File: config.mk
export PLATFORM = sky130hd
export DESIGN_NAME = uart_rx_fifo_flat
export DESIGN_NICKNAME = d
export VERILOG_FILES = /design/src/rtl/uart_rx_fifo_if.sv /design/src/rtl/uart_rx_fifo.sv /design/src/flat_wrapper.sv
export SDC_FILE = /design/constraint.sdc
export NUM_CORES = 1
export LEC_CHECK = 0
export CORE_MARGIN = 10
export CORE_UTILIZATION = 60
export DETAILED_ROUTE_END_ITERATION = 8
export PLACE_DENSITY = 0.79
export SYNTH_ARGS = -nofsm -noshare
export SYNTH_HDL_FRONTEND = slang
export SYNTH_SLANG_ARGS = --single-unit
File: constraint.sdc
create_clock -name clk -period 3.8 [get_ports clk]
set_input_delay 1.14 -clock clk [delete_from_list [all_inputs] [get_ports clk]]
set_output_delay 1.14 -clock clk [all_outputs]
set_load 0.01 [all_outputs]
File: src/rtl/uart_rx_fifo_if.sv
// Bus bundle for uart_rx_fifo: serial line and pop request in, FIFO head, status and error pulses out.
interface uart_rx_fifo_if #(
  parameter int DBIT    = 8,
  parameter int FIFO_AW = 3
);
  logic               rx;
  logic               rd_en;
  logic [DBIT-1:0]    rd_data;
  logic               empty;
  logic               full;
  logic [FIFO_AW:0]   count;
  logic               busy;
  logic               frame_err;
  logic               overrun;
  logic               parity_err;

  modport slave (
    input  rx, rd_en,
    output rd_data, empty, full, count, busy, frame_err, overrun, parity_err
  );

  modport master (
    output rx, rd_en,
    input  rd_data, empty, full, count, busy, frame_err, overrun, parity_err
  );
endinterface

File: src/rtl/uart_rx_fifo.sv
// Oversampling UART receiver with baud tick generator and first-word fall-through FIFO.
// Optional parity checking is compiled in when UART_RX_PARITY_EN is defined.
module uart_rx_fifo #(
  parameter int CLK_DIV = 326,
  parameter int DBIT    = 8,
  parameter int OSR     = 16,
  parameter int FIFO_AW = 3,
  parameter int PAR_ODD = 0
) (
  input logic           clk,
  input logic           reset,
  uart_rx_fifo_if.slave bus
);

  localparam int TW    = (CLK_DIV > 1) ? $clog2(CLK_DIV) : 1;
  localparam int SW    = $clog2(OSR);
  localparam int NW    = (DBIT > 1) ? $clog2(DBIT) : 1;
  localparam int DEPTH = 1 << FIFO_AW;

`ifdef UART_RX_PARITY_EN
  typedef enum logic [2:0] {IDLE, START, DATA, PARITY, STOP, BRK} state_t;
`else
  typedef enum logic [2:0] {IDLE, START, DATA, STOP, BRK} state_t;
`endif

  state_t            state_q;
  logic              rxMeta_q, rxSync_q;
  logic [TW-1:0]     tickCnt_q, tickCnt_d;
  logic              sTick;
  logic [SW-1:0]     sCnt_q;
  logic [NW-1:0]     nCnt_q;
  logic [DBIT-1:0]   shift_q;
  logic              pushReq_q;
  logic              frameErr_q;
  logic              parityErr_q;
`ifdef UART_RX_PARITY_EN
  logic              parErr_q;
`endif

  logic [DBIT-1:0]   mem_q [DEPTH];
  logic [FIFO_AW:0]  wrPtr_q, wrPtr_d, rdPtr_q, rdPtr_d;
  logic [FIFO_AW:0]  count;
  logic              emptyS, fullS, doPop, doPush, overrunD;
  logic              overrun_q;

  // Two-flop synchroniser; resets to idle-high so reset never looks like a start bit.
  always_ff @(posedge clk) begin
    if (!reset) begin
      rxMeta_q <= 1'b1;
      rxSync_q <= 1'b1;
    end else begin
      rxMeta_q <= bus.rx;
      rxSync_q <= rxMeta_q;
    end
  end

  assign sTick     = (tickCnt_q == TW'(CLK_DIV - 1));
  assign tickCnt_d = sTick ? '0 : tickCnt_q + TW'(1);

  always_ff @(posedge clk) begin
    if (!reset) tickCnt_q <= '0;
    else        tickCnt_q <= tickCnt_d;
  end

  // Receive FSM; error pulses and the push request are registered one-cycle strobes.
  always_ff @(posedge clk) begin
    if (!reset) begin
      state_q     <= IDLE;
      sCnt_q      <= '0;
      nCnt_q      <= '0;
      shift_q     <= '0;
      pushReq_q   <= 1'b0;
      frameErr_q  <= 1'b0;
      parityErr_q <= 1'b0;
`ifdef UART_RX_PARITY_EN
      parErr_q    <= 1'b0;
`endif
    end else begin
      pushReq_q   <= 1'b0;
      frameErr_q  <= 1'b0;
      parityErr_q <= 1'b0;
      unique case (state_q)
        IDLE: begin
          if (!rxSync_q) begin
            state_q <= START;
            sCnt_q  <= '0;
`ifdef UART_RX_PARITY_EN
            parErr_q <= 1'b0;
`endif
          end
        end
        START: begin
          if (sTick) begin
            if (sCnt_q == SW'(OSR/2 - 1)) begin
              if (rxSync_q) begin
                state_q <= IDLE;
              end else begin
                state_q <= DATA;
                sCnt_q  <= '0;
                nCnt_q  <= '0;
              end
            end else begin
              sCnt_q <= sCnt_q + SW'(1);
            end
          end
        end
        DATA: begin
          if (sTick) begin
            if (sCnt_q == SW'(OSR - 1)) begin
              sCnt_q  <= '0;
              shift_q <= {rxSync_q, shift_q[DBIT-1:1]};
              if (nCnt_q == NW'(DBIT - 1)) begin
`ifdef UART_RX_PARITY_EN
                state_q <= PARITY;
`else
                state_q <= STOP;
`endif
              end else begin
                nCnt_q <= nCnt_q + NW'(1);
              end
            end else begin
              sCnt_q <= sCnt_q + SW'(1);
            end
          end
        end
`ifdef UART_RX_PARITY_EN
        PARITY: begin
          if (sTick) begin
            if (sCnt_q == SW'(OSR - 1)) begin
              sCnt_q   <= '0;
              parErr_q <= ((^shift_q) ^ rxSync_q) != PAR_ODD[0];
              state_q  <= STOP;
            end else begin
              sCnt_q <= sCnt_q + SW'(1);
            end
          end
        end
`endif
        STOP: begin
          if (sTick) begin
            if (sCnt_q == SW'(OSR - 1)) begin
              sCnt_q <= '0;
              if (rxSync_q) begin
                state_q <= IDLE;
`ifdef UART_RX_PARITY_EN
                if (parErr_q) parityErr_q <= 1'b1;
                else          pushReq_q   <= 1'b1;
`else
                pushReq_q <= 1'b1;
`endif
              end else begin
                frameErr_q <= 1'b1;
                state_q    <= BRK;
              end
            end else begin
              sCnt_q <= sCnt_q + SW'(1);
            end
          end
        end
        BRK: begin
          if (rxSync_q) state_q <= IDLE;
        end
        default: state_q <= IDLE;
      endcase
    end
  end

  // Pointers carry one extra wrap bit so full and empty are distinguishable.
  assign count    = wrPtr_q - rdPtr_q;
  assign emptyS   = (count == '0);
  assign fullS    = (count == (FIFO_AW+1)'(DEPTH));
  assign doPop    = bus.rd_en & ~emptyS;
  assign doPush   = pushReq_q & (~fullS | doPop);
  assign overrunD = pushReq_q & fullS & ~bus.rd_en;
  assign wrPtr_d  = doPush ? wrPtr_q + (FIFO_AW+1)'(1) : wrPtr_q;
  assign rdPtr_d  = doPop  ? rdPtr_q + (FIFO_AW+1)'(1) : rdPtr_q;

  always_ff @(posedge clk) begin
    if (reset && doPush) mem_q[wrPtr_q[FIFO_AW-1:0]] <= shift_q;
  end

  always_ff @(posedge clk) begin
    if (!reset) begin
      wrPtr_q   <= '0;
      rdPtr_q   <= '0;
      overrun_q <= 1'b0;
    end else begin
      wrPtr_q   <= wrPtr_d;
      rdPtr_q   <= rdPtr_d;
      overrun_q <= overrunD;
    end
  end

  assign bus.rd_data    = emptyS ? '0 : mem_q[rdPtr_q[FIFO_AW-1:0]];
  assign bus.empty      = emptyS;
  assign bus.full       = fullS;
  assign bus.count      = count;
  assign bus.busy       = (state_q != IDLE);
  assign bus.frame_err  = frameErr_q;
  assign bus.overrun    = overrun_q;
  assign bus.parity_err = parityErr_q;

endmodule
File: src/flat_wrapper.sv
// flat-port wrapper written by rule: the top's interface ports become plain ports
module uart_rx_fifo_flat 
#(
  parameter int CLK_DIV = 326,
  parameter int DBIT    = 8,
  parameter int OSR     = 16,
  parameter int FIFO_AW = 3,
  parameter int PAR_ODD = 0
)
  (clk, reset, bus_rx, bus_rd_en, bus_rd_data, bus_empty, bus_full, bus_count, bus_busy, bus_frame_err, bus_overrun, bus_parity_err);
  uart_rx_fifo_if #(.DBIT(DBIT), .FIFO_AW(FIFO_AW)) bus_i ();
  input logic clk;
  input logic reset;
  input wire logic [$bits(bus_i.rx)-1:0] bus_rx;
  input wire logic [$bits(bus_i.rd_en)-1:0] bus_rd_en;
  output wire logic [$bits(bus_i.rd_data)-1:0] bus_rd_data;
  output wire logic [$bits(bus_i.empty)-1:0] bus_empty;
  output wire logic [$bits(bus_i.full)-1:0] bus_full;
  output wire logic [$bits(bus_i.count)-1:0] bus_count;
  output wire logic [$bits(bus_i.busy)-1:0] bus_busy;
  output wire logic [$bits(bus_i.frame_err)-1:0] bus_frame_err;
  output wire logic [$bits(bus_i.overrun)-1:0] bus_overrun;
  output wire logic [$bits(bus_i.parity_err)-1:0] bus_parity_err;
  assign bus_i.rx = bus_rx;
  assign bus_i.rd_en = bus_rd_en;
  assign bus_rd_data = bus_i.rd_data;
  assign bus_empty = bus_i.empty;
  assign bus_full = bus_i.full;
  assign bus_count = bus_i.count;
  assign bus_busy = bus_i.busy;
  assign bus_frame_err = bus_i.frame_err;
  assign bus_overrun = bus_i.overrun;
  assign bus_parity_err = bus_i.parity_err;
  uart_rx_fifo #(.CLK_DIV(CLK_DIV), .DBIT(DBIT), .OSR(OSR), .FIFO_AW(FIFO_AW), .PAR_ODD(PAR_ODD)) u_core (.clk(clk), .reset(reset), .bus(bus_i));
endmodule
==> reports/results.tsv <==
stage	metric	value	unit
pwr	Psw	917	µW
pwr	LEAKAGE	1.80	nW
pwr	switching part of the total	31.3	%
routing	DR DRC count	0	
worst_hold_path	Hold Startpoint	u_core.rxMeta_q	
pwr	Clk pwr share	22.4	%
yosys	Synth Cell Area	0.00465	mm²
pwr	Internal Dissipation	2.01	mW
global_routing	first-pass GRT wire length	13.6	mm
clock_network	Clock Tree Buf Depth	2	
placed_design	RD Place Congestion	0.850	
routing	Vias	2717	
run_status	outcome	finished clean	
placed_design	port buffer count	20	
routing	drt total wl	8.05	mm
floorplanning	I/O Pins	22	
routing	vias per std cell	5.64	
sta	RSZ-0062 raised after global routing	false	
sta	worst slew pin tran	0.584	ns
clock_network	CTS root buf	clkbuf_8	
critical_path	Crit Path Max Fanout	10	
yosys	Synth area leaders	edfxtp_1 (41%), dfxtp_1 (19%), mux4_2 (7.8%)	
pwr	Gate power share	33.9	%
yosys	most frequent cell after synthesis	edfxtp_1	
yosys	Commonest cells post-synth	edfxtp_1 (64), dfxtp_1 (43), nand2_1 (29), nor2_1 (24), mux2i_1 (23)	
sta	final-report hold violation count	0	
job	Max-Cap Viols	0	
global_routing	grt total ovfl	0	
sta	clock skew	0.0161	ns
sta	setup total negative slack	0	ns
pwr	PD cells	560	mW/mm²
layout	Post-Layout Cell Count	482	
floorplanning	Die W	108	µm
placed_design	Cells after DPL	464	
floorplanning	chip height	108	µm
yosys	Synth Net Count	359	
pwr	peak supply drop	0.264	mV
worst_hold_path	Hold/Removal Path Class	flop to flop	
layout	n_diodes	0	
clock_network	CTS tree	yes	
routing	DR WL/cell	16.7	µm
global_routing	vias in the first global route	2735	
yosys	post-synth top area cell	edfxtp_1	
sta	post-layout minimum cycle time	3.67	ns
yosys	Synth cell types	57	
yosys	sequential fraction of the synthesis area	59.9	%
sta	Finish-stage setup viols	0	
sta	Hold WS	0.425	ns
layout	layout cells sized above 1	17.1	%
clock_network	# hold bufs at CTS	0	
clock_network	clk_lat worst skew	0.37	ns
clock_network	H-tree depth	3	
yosys	share of the synthesized area in the top cell type	41.3	%
sta	Slew headroom	60.7	%
yosys	syn avg cell area	13.5	µm²
critical_path	r2r startpoint	u_core.wrPtr_q[0]	
pwr	Tot Pwr	2.92	mW
placed_design	Final HPWL DP	5.60	mm
floorplanning	Core ar.	0.00765	mm²
critical_path	worst reg-to-reg setup slack	1.16	ns
critical_path	Worst Setup SP	u_core.wrPtr_q[0]	
critical_path	endpoint class of the critical path	output pin	
routing	Iter 0 DRT Violations	77	
placed_design	post-place setup slack	0.0603	ns
routing	Detailed Routing Iterations Pass 1	4	
sta	Final period util	96.5	%
layout	P&R area growth vs syn	12.3	%
yosys	EDFF count, synth	64	
yosys	synth warn	0	
yosys	Cells after Synth	344	
global_routing	initial antenna violation count	0	
floorplanning	area of the die	0.0117	mm²
global_routing	largest net degree at the start of global routing	41	
yosys	Post-synth ARST share	0	%
critical_path	Worst Path Class, Setup	flop to output pin	
global_routing	Tot GR Track Use	14.8	%
sta	top achievable clock speed	273	MHz
sta	max-slew violation count	0	
routing	Detail Route Antenna Nets	0	
yosys	Main synth FF type	edfxtp_1	
floorplanning	num rows	32	
floorplanning	Starting Density	60.8	%
critical_path	Critical Path AT	2.53	ns
critical_path	CP startpoint kind	flop	
pwr	Seq pwr share	43.7	%
yosys	#FFs+latches synth	107	
layout	Nets	390	
clock_network	CTS Buf Count	9	
critical_path	Data required, critical path	2.66	ns
clock_network	clock sink count	107	
clock_network	Reg clk slew, reported paths	0.11	ns
sta	final worst setup slack	0.134	ns
## power by group through the flow
stage	Clock [mW]	Combinational (mW)	Sequential (mW)
floorplan	0	0.631	1.29
global placement	0	0.958	1.30
detailed placement	0	0.974	1.30
CTS	0.672	0.987	1.28
global route	0.721	1.08	1.28
finish	0.656	0.991	1.28
## cells in the final DEF, fill, tap and decap left out, types with 3 or more instances in the layout
master / count
mux2i_1: 23
dfxtp_1: 41
nand2b_1: 8
nor4_1: 6
buf_4: 15
nor2b_1: 11
or3_1: 4
mux4_2: 16
nand4_1: 5
ha_1: 10
dlygate4sd2_1: 9
nand3_1: 4
xor2_1: 4
inv_1: 11
nor3_1: 4
edfxtp_1: 64
clkbuf_8: 9
nand2_1: 29
o21ai_0: 9
and4_1: 3
nor2_1: 24
xnor2_1: 7
clkdlybuf4s50_1: 10
## registers in the layout (all words and copies together), names as in the netlist, named ones only
register,flops
u_core.mem_q,64
u_core.tickCnt_q,9
u_core.shift_q,8
u_core.rdPtr_q,4
u_core.sCnt_q,4
u_core.wrPtr_q,4
u_core.nCnt_q,3
u_core.state_q,3
u_core.bus.frame_err,1
u_core.bus.overrun,1
u_core.pushReq_q,1
u_core.rxMeta_q,1
u_core.rxSync_q,1
## worst max-delay path, cell delays in order (launching register included)
cell	delay, ns
dfxtp_1	0.33
inv_1	0.08
ha_1	0.16
inv_1	0.06
fa_2	0.34
xor2_1	0.19
or3_4	0.40
a21oi_4	0.15
buf_12	0.14
nor2_1	0.04
dlygate4sd2_1	0.28
## what timing repair did
action / in CTS / in global routing
pin swaps: 0 / 1
gates resized for setup: 11 / 3
buffers inserted: 1 / 1
hold endpoints to repair: 0 / 0
setup endpoints to repair: 10 / 10
## per-stage QoR
| step | util [%] | cell area [µm²] |
|---|---|---|
| final | 68.3 | 5220 |
| after floorplan | - | 4650 |
| after detailed placement | 65.4 | 5000 |
| after CTS | 68.1 | 5210 |
| after global routing | 68.3 | 5220 |
| after global placement | 65.4 | 5000 |
## kinds of logic (layout without fill, tap and decap cells)
family | Yosys count | in the layout | synth area share [%]
compound gates | 32 | 32 | 5.68
flops | 107 | 107 | 59.9
xor+xnor | 11 | 11 | 2.07
mux | 40 | 40 | 12.9
buf+inv | 27 | 63 | 2.53
fa+ha+maj | 11 | 11 | 3.12
simple gates | 115 | 115 | 13.7
other cells | 1 | 1 | 0.0807
## final cells by class
type                            instances  area (µm²)
Multi-Input combinational cell        210        1750
Clock inverter                          7        65.1
Fill cell                             548        2430
Clock buffer                            9         124
Inverter                               11        41.3
Tap cell                              102         128
Timing Repair Buffer                   36         324
Sequential cell                       107        2790
## per-layer routing
metal	vias up	GRT usage (%)	part of all wire (%)
met5	-	0	0
met2	54	23.9	49
met4	0	4.68	1.6
li1	1335	-	-
met3	11	3.93	4.2
met1	1317	19.1	45
## worst paths after layout
check                        to  depth (start not counted)
max              bus_rd_data[2]                         10
min             u_core.rxSync_q                          1
max reg2reg  u_core.mem_q[5][3]                         10
min reg2reg     u_core.rxSync_q                          1
No activity file was read; power rests on OpenSTA's default activity.
